### src/rtl/decode_stage.sv
// RV64I decode stage: splits an instruction into register addresses, immediate and ALU
// controls, registers the bundle, and stalls read-after-write hazards using a busy-bit scoreboard.
module decode_stage #(
    parameter int BUS_DATA_WIDTH = 64,
    parameter int NUM_REGS       = 32
) (
    input  logic                      clk,
    input  logic                      reset_n,
    input  logic                      flush,
    input  logic                      in_valid,
    output logic                      in_ready,
    input  logic [31:0]               in_instr,
    input  logic [BUS_DATA_WIDTH-1:0] in_pc,
    output logic                      out_valid,
    input  logic                      out_ready,
    output logic [4:0]                addressA,
    output logic [4:0]                addressB,
    output logic [4:0]                addressC,
    output logic [BUS_DATA_WIDTH-1:0] imm,
    output logic [5:0]                alu_control,
    output logic                      muxB_control,
    output logic                      reg_write,
    output logic                      illegal,
    output logic [BUS_DATA_WIDTH-1:0] out_pc,
    input  logic                      wb_valid,
    input  logic [4:0]                wb_addr
);
    localparam int W = BUS_DATA_WIDTH;

    localparam logic [6:0] OPC_OP_IMM    = 7'b0010011;
    localparam logic [6:0] OPC_OP        = 7'b0110011;
    localparam logic [6:0] OPC_OP_IMM_32 = 7'b0011011;
    localparam logic [6:0] OPC_OP_32     = 7'b0111011;
    localparam logic [6:0] OPC_LUI       = 7'b0110111;
    localparam logic [6:0] OPC_LOAD      = 7'b0000011;
    localparam logic [6:0] OPC_STORE     = 7'b0100011;

    typedef struct packed {
        logic [4:0]   ra;
        logic [4:0]   rb;
        logic [4:0]   rc;
        logic [W-1:0] imm;
        logic [5:0]   alu;
        logic         muxb;
        logic         rw;
        logic         ill;
        logic [W-1:0] pc;
    } bundle_t;

    logic [6:0] opcode;
    logic [2:0] funct3;
    logic [4:0] rd, rs1, rs2;
    logic       is_shift_imm;
    logic [W-1:0] imm_i, imm_s, imm_u, imm_sh;

    assign opcode       = in_instr[6:0];
    assign funct3       = in_instr[14:12];
    assign rd           = in_instr[11:7];
    assign rs1          = in_instr[19:15];
    assign rs2          = in_instr[24:20];
    assign is_shift_imm = (funct3[1:0] == 2'b01);
    assign imm_i        = {{(W-12){in_instr[31]}}, in_instr[31:20]};
    assign imm_s        = {{(W-12){in_instr[31]}}, in_instr[31:25], in_instr[11:7]};
    assign imm_u        = {{(W-32){in_instr[31]}}, in_instr[31:12], 12'b0};
    assign imm_sh       = {{(W-6){1'b0}}, in_instr[25:20]};

    bundle_t             dec, bundle_q;
    logic                rs1_used, rs2_used, hazard, transfer;
    logic                out_valid_q;
    logic [NUM_REGS-1:0] busy_q, busy_d;

    always_comb begin
        dec      = '0;
        rs1_used = 1'b0;
        rs2_used = 1'b0;
        dec.pc   = in_pc;
        case (opcode)
            OPC_OP_IMM, OPC_OP_IMM_32: begin
                rs1_used = 1'b1;
                dec.ra   = rs1;
                dec.rc   = rd;
                dec.muxb = 1'b1;
                dec.imm  = is_shift_imm ? imm_sh : imm_i;
                dec.alu  = {opcode == OPC_OP_IMM_32, (funct3 == 3'b101) && in_instr[30], funct3, 1'b0};
            end
            OPC_OP, OPC_OP_32: begin
                rs1_used = 1'b1;
                rs2_used = 1'b1;
                dec.ra   = rs1;
                dec.rb   = rs2;
                dec.rc   = rd;
                dec.alu  = {opcode == OPC_OP_32, in_instr[30], funct3, 1'b0};
            end
            OPC_LUI: begin
                dec.rc   = rd;
                dec.imm  = imm_u;
                dec.muxb = 1'b1;
            end
            OPC_LOAD: begin
                rs1_used = 1'b1;
                dec.ra   = rs1;
                dec.rc   = rd;
                dec.imm  = imm_i;
                dec.muxb = 1'b1;
            end
            OPC_STORE: begin
                rs1_used = 1'b1;
                rs2_used = 1'b1;
                dec.ra   = rs1;
                dec.rb   = rs2;
                dec.rc   = rd;
                dec.imm  = imm_s;
                dec.muxb = 1'b1;
            end
            default: dec.ill = 1'b1;
        endcase
        dec.rw = !dec.ill && (opcode != OPC_STORE) && (rd != 5'd0);
    end

    // busy_q[0] is never set, so x0 sources can never stall.
    assign hazard   = (rs1_used && busy_q[rs1]) || (rs2_used && busy_q[rs2]);
    assign in_ready = reset_n && !flush && !hazard && (!out_valid_q || out_ready);
    assign transfer = in_valid && in_ready;

    // A retiring writeback and a new claim on the same register: the claim wins.
    always_comb begin
        busy_d = busy_q;
        if (flush) begin
            busy_d = '0;
        end else begin
            if (wb_valid && (wb_addr != 5'd0)) busy_d[wb_addr] = 1'b0;
            if (transfer && dec.rw)            busy_d[dec.rc]  = 1'b1;
        end
    end

    always_ff @(posedge clk or negedge reset_n) begin
        if (!reset_n) begin
            bundle_q    <= '0;
            out_valid_q <= 1'b0;
            busy_q      <= '0;
        end else begin
            busy_q <= busy_d;
            if (flush) begin
                out_valid_q <= 1'b0;
            end else if (transfer) begin
                bundle_q    <= dec;
                out_valid_q <= 1'b1;
            end else if (out_ready) begin
                out_valid_q <= 1'b0;
            end
        end
    end

    assign out_valid    = out_valid_q;
    assign addressA     = bundle_q.ra;
    assign addressB     = bundle_q.rb;
    assign addressC     = bundle_q.rc;
    assign imm          = bundle_q.imm;
    assign alu_control  = bundle_q.alu;
    assign muxB_control = bundle_q.muxb;
    assign reg_write    = bundle_q.rw;
    assign illegal      = bundle_q.ill;
    assign out_pc       = bundle_q.pc;

endmodule

### config.mk
export PLATFORM = sky130hd
export DESIGN_NAME = decode_stage
export DESIGN_NICKNAME = d
export VERILOG_FILES = /design/src/rtl/decode_stage.sv
export SDC_FILE = /design/constraint.sdc
export NUM_CORES = 1
export LEC_CHECK = 0
export BUFFER_PORTS_ARGS = -buffer_cell sky130_fd_sc_hd__buf_2
export CAP_MARGIN = 20
export CORE_UTILIZATION = 25
export DETAILED_ROUTE_END_ITERATION = 16
export HOLD_SLACK_MARGIN = 0.08
export PLACE_DENSITY = 0.53
export SETUP_SLACK_MARGIN = 0.15
export SYNTH_ARGS = -nofsm -noshare
export SYNTH_HDL_FRONTEND = slang
export SYNTH_SLANG_ARGS = --single-unit
### constraint.sdc
create_clock -name clk -period 2.9 [get_ports clk]
set_input_delay 0.29 -clock clk [delete_from_list [all_inputs] [get_ports clk]]
set_output_delay 0.29 -clock clk [all_outputs]
set_load 0.05 [all_outputs]
==> results of run 1 <==
area by class of cell:
| cell class | instances | area [um2] | share of cell area |
|---|---|---|---|
| flip-flops and latches | 152 | 3800 | 0.365 |
| multi-input cells | 374 | 3320 | 0.319 |
| repair buffers | 337 | 2060 | 0.198 |
| well taps | 396 | 495 | 0.0475 |
| clock buffers | 17 | 425 | 0.0408 |
| inverters | 43 | 161 | 0.0155 |
| clock inverters | 15 | 151 | 0.0145 |
| diodes | 1 | 2.50 | 0.000240 |
layer usage:
metal  track usage  share of wire
met5             0        0.00082
met4        0.0342         0.0084
met3        0.0418          0.071
met2         0.239           0.47
met1         0.208           0.45
cells in the mapped netlist:
| library cell | count | area [um2] |
|---|---|---|
| and2_1 | 2 | 12.5 |
| nor2b_1 | 24 | 150 |
| a22oi_1 | 1 | 7.51 |
| inv_1 | 43 | 161 |
| nand3_1 | 9 | 45.0 |
| buf_1 | 3 | 11.3 |
| a21boi_0 | 1 | 7.51 |
| o21a_1 | 1 | 7.51 |
| nor3b_1 | 6 | 45.0 |
| mux4_2 | 13 | 293 |
| and4b_1 | 1 | 10.0 |
| nor3_1 | 2 | 10.0 |
| clkbuf_1 | 17 | 63.8 |
| o211ai_1 | 1 | 7.51 |
| and3b_1 | 2 | 17.5 |
| buf_4 | 39 | 293 |
| and3_1 | 9 | 56.3 |
| conb_1 | 1 | 3.75 |
| and2_0 | 2 | 12.5 |
| nand3b_1 | 24 | 180 |
| nand4_2 | 1 | 12.5 |
| a21oi_1 | 21 | 105 |
| or3b_2 | 1 | 8.76 |
| a22o_1 | 5 | 43.8 |
| mux2i_1 | 61 | 611 |
| or2_0 | 1 | 6.26 |
| o22ai_1 | 1 | 6.26 |
| nand2_1 | 45 | 169 |
| or2_2 | 1 | 6.26 |
| o31ai_1 | 29 | 218 |
| and4bb_2 | 1 | 12.5 |
| nand2b_1 | 2 | 12.5 |
| o41ai_1 | 1 | 8.76 |
| dfrtp_1 | 152 | 3800 |
| o21ai_0 | 19 | 95.1 |
| mux2_2 | 20 | 225 |
| buf_2 | 4 | 20.0 |
| buf_6 | 7 | 78.8 |
| nand4_1 | 2 | 12.5 |
| nor2_1 | 7 | 26.3 |
| mux2_4 | 57 | 856 |
repair_timing:
item                                    CTS  global route
endpoints found under the setup margin    1             1
buffers inserted                          5             1
resized for setup                         6             0
hold endpoints to repair                 43             8
pin swaps                                 1             0
hold buffers                             37             8
final timing paths:
check / start / endpoint / slack [ns] / depth (start not counted)
setup / recovery: busy_q[11] / in_ready / 0.14 / 7
hold / removal: in_pc[5] / out_pc[5] / 0.1 / 2
setup reg to reg: busy_q[11] / out_pc[29] / 0.24 / 8
hold reg to reg: out_pc[10] / out_pc[10] / 0.50 / 1
max in group asynchronous: reset_n / out_pc[38] / 1.66 / 3
min in group asynchronous: reset_n / out_pc[23] / 0.61 / 3
stage by stage:
stage	setup WS (ns)	hold WS (ns)
floorplan	0.231	-0.00559
global placement	0.143	0.484
CTS	0.0787	0.0812
finish	0.141	0.0979
detailed placement	0.0711	0.486
global route	0.0464	0.0812
state kept, by name, summed over array words and instances (netlist names):
name and cells:
out_pc 64, busy_q 32, imm 32, addressA 5
addressB 5, addressC 5, alu_control 5, illegal 1
muxB_control 1, out_valid 1, reg_write 1
power breakdown:
group | switching, mW | internal [mW]
clock | 1.07 | 1.15
combinational | 1.48 | 0.620
sequential | 0.134 | 2.37
logic make-up after synthesis:
family | count (synthesis) | share of synthesized area
compound gates | 80 | 0.0655
simple gates | 142 | 0.104
flops | 152 | 0.492
other cells | 1 | 0.000485
buf+inv | 113 | 0.0812
mux | 151 | 0.257
==> key figures, run 1 <==
Power and ir drop
  • Maximum vdd drop: 362 uV
  • Leakage power: 5.39 nW
  • Pwr Total: 6.83 mW
  • Pwr Density: 656 nW/um2

Timing
  • Clock skew: 0.0127 ns
  • Final slew viol count: 0
  • Final setup TNS: 0 ns
  • Worst Tran Pin Value: 0.857 ns
  • Fin. Hold Viols: 0
  • Fmax: 362 MHz
  • Tcrit/Tclk final: 0.951
  • Final setup violation count: 0
  • RSZ-0062 raised after global routing: yes
  • Min Tclk post-route: 2.76 ns
  • Slew headroom: 0.428

Global route
  • Initial antenna violation count: 3
  • First-pass GRT wire length: 35,700 um
  • Vias in the first global route: 5,840
  • Pin count of the biggest net entering global routing: 153
  • Grt ovf: 0
  • Gr usage total: 0.153

Cells and area
  • Design area: 10,400 um2
  • Most common cell after layout, fill and taps aside: buf_2
  • Final Instance Count excl. Fillers: 1,335
  • Post-layout util: 0.342
  • Most frequent cells in the layout: buf_2, dfrtp_1, mux2i_1
  • Fillers: 3,086
  • Syn-to-layout area delta: 34.8%
  • Share of layout cells above drive strength 1: 0.449
  • Nets: 1,032

Clock network
  • Clock Tree Buf Depth: 2
  • Clock root cell: clkbuf_16
  • H-tree levels: 4
  • Sink Count: 152
  • TritonCTS clock tree: yes
  • Clk_lat worst skew: 0.43 ns
  • Clock-pin slew of the registers on the worst-case setup and hold paths: 0.07 ns
  • CTS Buf Count: 17

Die
  • Starting Density: 0.253
  • Core footprint: 30,500 um2
  • Cell Rows: 64
  • Die ar.: 31,600 um2
  • Die Y: 178 um
  • Horiz. Die Dim: 178 um
  • I/O Pins: 261

Hold path
  • Hold WC Path Type: in -> reg

Placed design
  • Placed instance count: 1,251
  • Routability Congestion: 0.808
  • DP HPWL: 17,500 um
  • Placed inst area: 9330 um2
  • PortBufs: 259

Critical path
  • Critical path arrival: 2.47 ns
  • CP required: 2.61 ns
  • CP Cell Sequence: mux4_2 -> mux4_2 -> nand2b_4 -> nand4_1 -> nand3_2 -> inv_2 -> buf_8
  • Worst path bufs/invs: 2
  • CP max FO: 3
  • Crit path top cell by count: mux4_2
  • Slowest cell on crit path: mux4_2
  • CP Capture Type: primary output
  • Crit Path Category: reg -> out
  • Worst Setup Start Kind: flop
  • Max incr delay on CP: 0.47 ns
  • Critical path's top delay family: multiplexers

Routing
  • WL per Instance: 18.3 um
  • Via density per instance: 4.48
  • DR vias: 5,976
  • Final wirelength: 24,400 um
  • Drt initial violations: 371
  • DRT Pass-1 Iters: 4
  • Final ANT Viol Nets: 0
  • Drt drc: 0

Status
  • Status: completed

Synth
  • Yosys reg bits: 152
  • Seq/Total Area, Yosys: 0.492
  • Number of synthesis warnings: 0
  • Avg Cell Area, Syn: 12.1 um2
  • Yosys cell types: 41
  • Synthesized instance count: 639
  • Syn_nets: 746
  • Netlist Area Pre-Place: 7730 um2

Flow run
  • # Max-Cap Violations: 0
(Power assumes the default switching activity.)
==> run 2, diff against run 1 <==
--- a/config.mk
+++ b/config.mk
@@ -8,6 +8,7 @@
 export BUFFER_PORTS_ARGS = -buffer_cell sky130_fd_sc_hd__buf_2
 export CAP_MARGIN = 20
 export CORE_UTILIZATION = 25
+export CTS_BUF_LIST = sky130_fd_sc_hd__clkbuf_8
 export DETAILED_ROUTE_END_ITERATION = 16
 export HOLD_SLACK_MARGIN = 0.08
 export PLACE_DENSITY = 0.53
==> key figures, run 2 (synthesized netlist as in run 1, its figures left out) <==
Routing
  • Via density per instance: 4.47
  • WL per Instance: 18.2 um
  • Final wirelength: 24,700 um
  • DR vias: 6,069
  • Drt drc: 0
  • DRT Pass-1 Iters: 5
  • Final ANT Viol Nets: 0
  • Drt initial violations: 305

Hold path
  • Hold WC Path Type: in -> reg

Clock network
  • Sink Count: 152
  • Clock Tree Buf Depth: 2
  • H-tree levels: 4
  • Clock root cell: clkbuf_8
  • CTS Buf Count: 17
  • Clk_lat worst skew: 0.46 ns
  • Clock-pin slew of the registers on the worst-case setup and hold paths: 0.10 ns
  • TritonCTS clock tree: yes

Power and ir drop
  • Pwr Density: 601 nW/um2
  • Maximum vdd drop: 276 uV
  • Pwr Total: 6.29 mW
  • Leakage power: 5.40 nW

Cells and area
  • Most common cell after layout, fill and taps aside: buf_2
  • Number of flip-flops in the largest register: 64
  • Share of layout cells above drive strength 1: 0.438
  • Nets: 1,055
  • Syn-to-layout area delta: 35.4%
  • Most frequent cells in the layout: buf_2, dfrtp_1, dlygate4sd3_1

Global route
  • Busiest layer in global routing: met2
  • Met3 usage: 0.0426
  • Pin count of the biggest net entering global routing: 153
  • Met1 usage: 0.208
  • First-pass GRT wire length: 36,200 um
  • Gr usage total: 0.155
  • Global routing usage on met2: 0.245
  • Initial antenna violation count: 3
  • Vias in the first global route: 6,023
  • Grt ovf: 0

Critical path
  • Worst path bufs/invs: 2
  • Critical path's top delay family: multiplexers
  • Crit path depth: 7
  • CP Cell Sequence: mux4_2 -> mux4_2 -> nand2b_4 -> nand4_1 -> nand3_2 -> inv_2 -> buf_8
  • Slowest cell on crit path: mux4_2
  • Crit Path Category: reg -> out
  • Crit path top cell by count: mux4_2
  • RR Startpoint: busy_q[15]
  • Worst Setup Start Kind: flop
  • FF-to-FF setup slack: 0.21 ns
  • Setup crit end: in_ready
  • Reg-to-Reg End: out_pc[24]
  • Crit path launch: busy_q[15]
  • CP Capture Type: primary output
  • Max incr delay on CP: 0.48 ns
  • R2R depth: 8
  • Critical path arrival: 2.50 ns
  • CP required: 2.61 ns
  • CP max FO: 3

Placed design
  • DP HPWL: 17,500 um
  • Routability Congestion: 0.808
  • PortBufs: 259
  • Dpl ws: 0.0711 ns

Timing
  • Final setup violation count: 0
  • Worst Tran Pin Value: 0.878 ns
  • Min Tclk post-route: 2.79 ns
  • RSZ-0062 raised after global routing: yes
  • Slew headroom: 0.415
  • Fin. Hold Viols: 0
  • Clock skew: 0.0225 ns
  • Final slew viol count: 0
  • Tcrit/Tclk final: 0.964
  • Fmax: 358 MHz
  • Worst Setup Slack, final: 0.106 ns
  • Hold_ws: 0.109 ns

Die
  • Core footprint: 30,500 um2
  • Die ar.: 31,600 um2
  • Horiz. Die Dim: 178 um
  • Starting Density: 0.253
  • I/O Pins: 261
  • Cell Rows: 64
  • Die Y: 178 um

Status
  • Status: completed

Flow run
  • # Max-Cap Violations: 0
## run 2: report_power, final
part / leakage [nW] / internal (mW) / total [mW] / switching, mW
logic: 3.23 / 0.641 / 2.13 / 1.49
clock network: 0.186 / 0.647 / 1.65 / 1.00
registers: 1.98 / 2.37 / 2.51 / 0.136
total: 5.40 / 3.66 / 6.29 / 2.63
## run 2: per-stage QoR
step                area, um2   util  setup TNS [ns]  std cells
floorplan                7730      -               0        639
CTS                     10400  0.342               0       1353
global placement         9330  0.306               0       1251
finish                  10500  0.343               0       1358
detailed placement       9330  0.306               0       1251
global route            10500  0.343         -0.0131       1357
## run 2: worst min-delay path by stage
| stage | depth (start not counted) | to | start | slack [ns] |
|---|---|---|---|---|
| after floorplan | 0 | addressA[0] | reset_n | -0.006 |
| after global placement | 1 | out_pc[5] | out_pc[5] | 0.48 |
| after detailed placement | 1 | out_pc[57] | out_pc[57] | 0.49 |
| after CTS | 3 | imm[8] | in_instr[28] | 0.08 |
| after global routing | 2 | out_pc[24] | in_pc[24] | 0.08 |
| final | 3 | imm[6] | in_instr[26] | 0.11 |
## run 2: metal layers
metal,part of all wire,vias to the layer above,routed length [um]
li1,-,2814,-
met1,0.45,2994,11200
met2,0.47,240,11600
met3,0.068,17,1680
met4,0.0090,4,222
met5,0.00081,-,20
## run 2: area by class of cell
cell class | instances | area [um2]
tap | 396 | 495
timing repair buffer | 360 | 2300
fill | 3064 | 20000
sequential | 152 | 3800
clock inverter | 15 | 151
inverter | 43 | 161
multi-input combinational | 374 | 3320
antenna | 1 | 2.50
clock buffer | 17 | 234
## run 2: what timing repair did
item                                    4_1_cts  5_1_grt
buffers inserted                              5        1
gates resized for setup                       6        1
pin swaps                                     1        0
hold buffers                                 65        3
endpoints found under the setup margin        1        1
hold endpoints to repair                    206        3
## run 2: tightest hold or removal path: stages
cell and delay, ns:
buf_2 0.12, nand2_1 0.05, mux2i_1 0.05
